$ cat src/rtl/rs_pulse_ctrl_pkg.sv
// Shared types and default timing constants for the push-button to NOR-latch pulse driver.
package rs_pulse_pkg;

    typedef enum logic [1:0] {
        IDLE    = 2'd0,
        PULSE_S = 2'd1,
        PULSE_R = 2'd2,
        GAP     = 2'd3
    } state_t;

    localparam int DEF_DEBOUNCE = 4;
    localparam int DEF_PULSE    = 3;
    localparam int DEF_GAP      = 2;

endpackage

$ cat src/rtl/rs_pulse_ctrl_if.sv
// Button inputs and latch-drive outputs of rs_pulse_ctrl, plus the FSM state for observation.
interface rs_pulse_ctrl_if;
    import rs_pulse_pkg::*;

    // No valid/ready handshake here: set_btn/clr_btn are raw asynchronous levels, and
    // s/r/busy/conflict/state are level outputs that are meaningful on every clock cycle.
    logic   set_btn;
    logic   clr_btn;
    logic   s;
    logic   r;
    logic   busy;
    logic   conflict;
    state_t state;

    modport master (output set_btn, clr_btn, input s, r, busy, conflict, state);
    modport slave  (input set_btn, clr_btn, output s, r, busy, conflict, state);

endinterface

$ cat src/rtl/rs_pulse_ctrl_debounce_sync.sv
// Two-flop synchronizer, stability-count debouncer and rising-edge detect for one button.
module debounce_sync #(
    parameter int DEBOUNCE_CYCLES = 4
) (
    input  logic clk,
    input  logic rst,
    input  logic raw,
    output logic deb,
    output logic rise
);
    localparam int CW = $clog2(DEBOUNCE_CYCLES + 1);
    localparam logic [CW-1:0] LAST = CW'(DEBOUNCE_CYCLES - 1);

    if (DEBOUNCE_CYCLES < 1) begin : g_bad_debounce
        $error("debounce_sync: DEBOUNCE_CYCLES must be at least 1");
    end

    logic          sync1;
    logic          sync2;
    logic          deb_d;
    logic [CW-1:0] cnt;

    always_ff @(posedge clk) begin
        if (rst) begin
            sync1 <= 1'b0;
            sync2 <= 1'b0;
            deb   <= 1'b0;
            deb_d <= 1'b0;
            cnt   <= '0;
        end else begin
            sync1 <= raw;
            sync2 <= sync1;
            deb_d <= deb;
            // Any cycle where the synchronized level agrees with deb restarts the count.
            if (sync2 != deb) begin
                if (cnt == LAST) begin
                    deb <= sync2;
                    cnt <= '0;
                end else begin
                    cnt <= cnt + CW'(1);
                end
            end else begin
                cnt <= '0;
            end
        end
    end

    assign rise = deb & ~deb_d;

endmodule

$ cat src/rtl/rs_pulse_ctrl.sv
// Arbitrates debounced set/clear presses into non-overlapping, fixed-width s/r pulses for a NOR latch.
module rs_pulse_ctrl
    import rs_pulse_pkg::*;
#(
    parameter int DEBOUNCE_CYCLES = DEF_DEBOUNCE,
    parameter int PULSE_WIDTH     = DEF_PULSE,
    parameter int GAP_CYCLES      = DEF_GAP
) (
    input logic            clk,
    input logic            rst,
    rs_pulse_ctrl_if.slave bus
);
    localparam int MAX_CNT = (PULSE_WIDTH > GAP_CYCLES) ? PULSE_WIDTH : GAP_CYCLES;
    localparam int CW      = $clog2(MAX_CNT + 1);
    localparam logic [CW-1:0] PULSE_LAST = CW'(PULSE_WIDTH - 1);
    localparam logic [CW-1:0] GAP_LAST   = (GAP_CYCLES > 0) ? CW'(GAP_CYCLES - 1) : '0;
    localparam state_t AFTER_PULSE = (GAP_CYCLES > 0) ? GAP : IDLE;

    if (PULSE_WIDTH < 1) begin : g_bad_pulse
        $error("rs_pulse_ctrl: PULSE_WIDTH must be at least 1");
    end
    if (GAP_CYCLES < 0) begin : g_bad_gap
        $error("rs_pulse_ctrl: GAP_CYCLES must be non-negative");
    end

    state_t        state, state_next;
    logic [CW-1:0] wcnt, wcnt_next;
    logic          conflict_q, conflict_next;
    logic          set_deb, set_rise, clr_deb, clr_rise;

    debounce_sync #(.DEBOUNCE_CYCLES(DEBOUNCE_CYCLES)) u_set_db (
        .clk(clk), .rst(rst), .raw(bus.set_btn), .deb(set_deb), .rise(set_rise)
    );

    debounce_sync #(.DEBOUNCE_CYCLES(DEBOUNCE_CYCLES)) u_clr_db (
        .clk(clk), .rst(rst), .raw(bus.clr_btn), .deb(clr_deb), .rise(clr_rise)
    );

    always_ff @(posedge clk) begin
        if (rst) begin
            state      <= IDLE;
            wcnt       <= '0;
            conflict_q <= 1'b0;
        end else begin
            state      <= state_next;
            wcnt       <= wcnt_next;
            conflict_q <= conflict_next;
        end
    end

    always_comb begin
        state_next    = state;
        wcnt_next     = wcnt + CW'(1);
        conflict_next = 1'b0;
        unique case (state)
            IDLE: begin
                wcnt_next = '0;
                // Clear wins a tie so the latch ends in the safe reset state.
                if (clr_rise) begin
                    state_next = PULSE_R;
                end else if (set_rise) begin
                    state_next = PULSE_S;
                end
                conflict_next = set_rise & clr_rise;
            end
            PULSE_S, PULSE_R: begin
                conflict_next = set_rise | clr_rise;
                if (wcnt == PULSE_LAST) begin
                    state_next = AFTER_PULSE;
                end
            end
            GAP: begin
                conflict_next = set_rise | clr_rise;
                if (wcnt == GAP_LAST) begin
                    state_next = IDLE;
                end
            end
            default: state_next = IDLE;
        endcase
        if (state_next != state) begin
            wcnt_next = '0;
        end
    end

    assign bus.s        = (state == PULSE_S);
    assign bus.r        = (state == PULSE_R);
    assign bus.busy     = (state != IDLE);
    assign bus.conflict = conflict_q;
    assign bus.state    = state;

endmodule

$ cat src/flat_wrapper.sv
// flat-port wrapper written by rule: the top's interface ports become plain ports
module rs_pulse_ctrl_flat import rs_pulse_pkg::*;
#(
    parameter int DEBOUNCE_CYCLES = DEF_DEBOUNCE,
    parameter int PULSE_WIDTH     = DEF_PULSE,
    parameter int GAP_CYCLES      = DEF_GAP
)
  (clk, rst, bus_set_btn, bus_clr_btn, bus_s, bus_r, bus_busy, bus_conflict, bus_state);
  rs_pulse_ctrl_if bus_i ();
  input logic clk;
  input logic rst;
  input wire logic [$bits(bus_i.set_btn)-1:0] bus_set_btn;
  input wire logic [$bits(bus_i.clr_btn)-1:0] bus_clr_btn;
  output wire logic [$bits(bus_i.s)-1:0] bus_s;
  output wire logic [$bits(bus_i.r)-1:0] bus_r;
  output wire logic [$bits(bus_i.busy)-1:0] bus_busy;
  output wire logic [$bits(bus_i.conflict)-1:0] bus_conflict;
  output wire logic [$bits(bus_i.state)-1:0] bus_state;
  assign bus_i.set_btn = bus_set_btn;
  assign bus_i.clr_btn = bus_clr_btn;
  assign bus_s = bus_i.s;
  assign bus_r = bus_i.r;
  assign bus_busy = bus_i.busy;
  assign bus_conflict = bus_i.conflict;
  assign bus_state = bus_i.state;
  rs_pulse_ctrl #(.DEBOUNCE_CYCLES(DEBOUNCE_CYCLES), .PULSE_WIDTH(PULSE_WIDTH), .GAP_CYCLES(GAP_CYCLES)) u_core (.clk(clk), .rst(rst), .bus(bus_i));
endmodule
$ cat config.mk
export PLATFORM = sky130hd
export DESIGN_NAME = rs_pulse_ctrl_flat
export DESIGN_NICKNAME = d
export VERILOG_FILES = /design/src/rtl/rs_pulse_ctrl_pkg.sv /design/src/rtl/rs_pulse_ctrl_if.sv /design/src/rtl/rs_pulse_ctrl_debounce_sync.sv /design/src/rtl/rs_pulse_ctrl.sv /design/src/flat_wrapper.sv
export SDC_FILE = /design/constraint.sdc
export NUM_CORES = 1
export LEC_CHECK = 0
export CAP_MARGIN = 20
export CORE_MARGIN = 1
export CORE_UTILIZATION = 51
export CTS_BUF_LIST = sky130_fd_sc_hd__clkbuf_16
export CTS_CLUSTER_DIAMETER = 60
export DETAILED_ROUTE_END_ITERATION = 8
export PLACE_DENSITY = 0.74
export RECOVER_POWER = 25
export SYNTH_ARGS = -nofsm -noshare
export SYNTH_HDL_FRONTEND = slang
export SYNTH_SLANG_ARGS = --single-unit
$ cat constraint.sdc
create_clock -name clk -period 1.66 [get_ports clk]
set_clock_uncertainty 0.05 [all_clocks]
set_input_delay 0.332 -clock clk [delete_from_list [all_inputs] [get_ports clk]]
set_output_delay 0.332 -clock clk [all_outputs]
set_load 0.005 [all_outputs]
==> results.py <==
metrics = {
    "placement": {
        "io_buffers": 9,
        "gp_congestion": 0.680,
        "hpwl_um": 935,
    },
    "sta": {
        "worst_pin_slew_ns": 0.334,
        "finalMaxSlewViolations": 0,
        "grt_setup_unrepaired": "false",
        "setup_viol": 0,
        "timing_hold_violations_final": 0,
        "slew_headroom_pct": 77.7,
        "timing.final.crit_share_pct": 95.6,
        "fin_crit_ns": 1.59,
        "setup_tns_ns": 0,
        "hold_ws_ns": 0.367,
        "fmax_mhz": 630,
    },
    "cts": {
        "h-tree-depth": 1,
        "cts_sinks": 19,
        "postCtsHoldBufs": 0,
        "cts_resized": 9,
        "cts_tree": "yes",
        "post-cts-setup-buffers": 0,
        "path_clk_slew_ns": 0.05,
        "cts-buffers-inserted": 3,
        "cts-root-buf": "clkbuf_16",
        "clkLatencyLatePin_ns": 0.25,
        "clockBufferDepth": 2,
    },
    "status": {
        "run_status": "finished, final reports clean",
    },
    "route": {
        "drc": 0,
        "dr.pass1.iters": 4,
        "drtAntennaViolNets": 0,
        "avgViaCountPerCell": 5.10,
        "wl_per_cell_um": 12.4,
        "vias": 551,
        "wirelength_mm": 1.34,
        "drt_iter0_drc": 15,
    },
    "floorplan": {
        "ios": 10,
        "start_util_pct": 57.3,
        "core_um2": 1370,
        "die_y_um": 41.2,
        "die_area_um2": 1700,
        "die_x_um": 41.2,
        "rows": 13,
    },
    "layout": {
        "synthToLayoutAreaGrowth_pct": 26.5,
        "antenna-diode-count": 0,
        "final_nets": 108,
        "layout.cells.most_common_list": "dfxtp_1, nor2_1, ha_1",
        "final_common_cell": "dfxtp_1",
        "drive_gt1_share_pct": 9.68,
        "utilization_pct": 72.5,
    },
    "global_route": {
        "grt_pass1_vias": 466,
        "grt_max_degree": 11,
        "antenna_found_initial": 0,
        "grt_pass1_wl_mm": 2.03,
        "overflow": 0,
        "grt_usage_pct": 19.4,
    },
    "hold_path": {
        "hold_class": "reg -> reg",
        "min_from": "u_core.u_clr_db.cnt[0]",
    },
    "yosys": {
        "ys_ff_latch": 19,
        "yosysWarnings": 0,
        "ys_types": 20,
        "post_synth.cell_area_avg_um2": 10.0,
        "syn_nets": 92,
        "synthCells": 78,
        "ys_seq_area_share_pct": 48.6,
        "synth_area_um2": 783,
    },
    "worst_setup_path": {
        "cp_max_fo": 7,
        "critical-path-top-delay-family": "buffers and inverters",
        "r2r_start": "u_core.bus.state[0]",
        "critical_path_buf_inv_count": 2,
        "cpPeakStageDelay_ns": 0.50,
        "critPathLaunchType": "register",
        "crit_chain": "buf_6 -> clkdlybuf4s50_1",
        "required_ns": 1.28,
        "critPathSlowestCell": "clkdlybuf4s50_1",
        "worstSetupPathType": "reg -> out",
        "setup.worst_path.end_class": "primary output",
        "cp.arrival_ns": 1.20,
        "cp-startpoint": "u_core.bus.state[1]",
    },
    "power_and_ir_drop": {
        "power.density_nw_per_um2": 1060,
        "peakVddDrop_mv": 0.739,
        "p_leak_nw": 0.417,
        "total_power_w": 0.00105,
    },
    "run": {
        "cap_violations": 0,
    },
}
==> synth_stat cells (all sizes together) <==
cell type	n	area [um2]
nor2b	7	43.8
or3	2	12.5
nor2	10	37.5
nand2	2	7.51
a311o	1	10.0
a21o	1	7.51
inv	9	33.8
ha	10	125
nand2b	2	12.5
dfxtp	19	380
mux2i	2	20.0
a211oi	2	15.0
nor3	3	15.0
a311oi	1	8.76
maj3	1	10.0
o21a	1	7.51
clkbuf	1	3.75
xnor2	2	17.5
a21oi	1	5.00
a32o	1	10.0
==> area by class of cell <==
class / count / area (um2)
timing repair buffer: 12 / 109
clock inverter: 1 / 3.75
sequential: 19 / 385
multi-input combinational: 49 / 365
clock buffer: 3 / 75.1
inverter: 9 / 33.8
tap: 15 / 18.8
fill: 116 / 375
==> path summary, 6_finish.rpt <==
| path | endpoint | slack [ns] | cells after the start |
|---|---|---|---|
| setup / recovery | bus_state[1] | 0.07 | 2 |
| hold / removal | u_core.u_clr_db.cnt[0] | 0.37 | 1 |
| setup reg to reg | u_core.wcnt[1] | 0.21 | 4 |
| hold reg to reg | u_core.u_clr_db.cnt[0] | 0.37 | 1 |
==> report_power, final <==
group	internal (W)	total, W	switching (W)
clock	0.000320	0.000483	0.000163
combinational	0.0000487	0.0000949	0.0000462
sequential	0.000467	0.000474	0.00000670
total	0.000836	0.00105	0.000216
==> flip-flops by register name, indices dropped and copies added, names as in the netlist <==
name and count:
u_core.u_clr_db.cnt 3, u_core.u_clr_db.sync2 1, u_core.u_clr_db.deb 1, u_core.bus.state 2
u_core.u_clr_db.sync1 1, u_core.u_clr_db.deb_d 1, u_core.u_set_db.sync2 1, u_core.u_set_db.sync1 1
u_core.wcnt 2, u_core.u_set_db.cnt 3, u_core.u_set_db.deb_d 1, u_core.bus.conflict 1
u_core.u_set_db.deb 1
==> through the flow <==
stage	setup WS (ns)	std cells	cell area (um2)
after floorplan	0.208	78	783
after global placement	0.125	105	918
after detailed placement	0.105	105	918
after CTS	0.0681	108	995
after global routing	0.0410	108	991
final	0.0733	108	991
==> cell families (layout without fill, tap and decap cells) <==
logic type,after synthesis,count (layout),share of synthesized area (%)
DFF,19,19,48.6
and+or+nand+nor,26,26,16.5
xor gates and xnor gates,2,2,2.24
buffers and inverters,10,25,4.79
AOI/OAI and AO/OA,8,8,8.15
muxes,2,2,2.56
adders and majority gates,11,11,17.3
==> routing by layer <==
metal,vias to the layer above,wire length (um),global-route usage (%)
li1,286,-,-
met1,245,668,25.3
met2,16,592,29.3
met3,4,56,4.89
met4,0,19,9.68
met5,-,0,0
No activity file was read; power rests on OpenSTA's default activity.
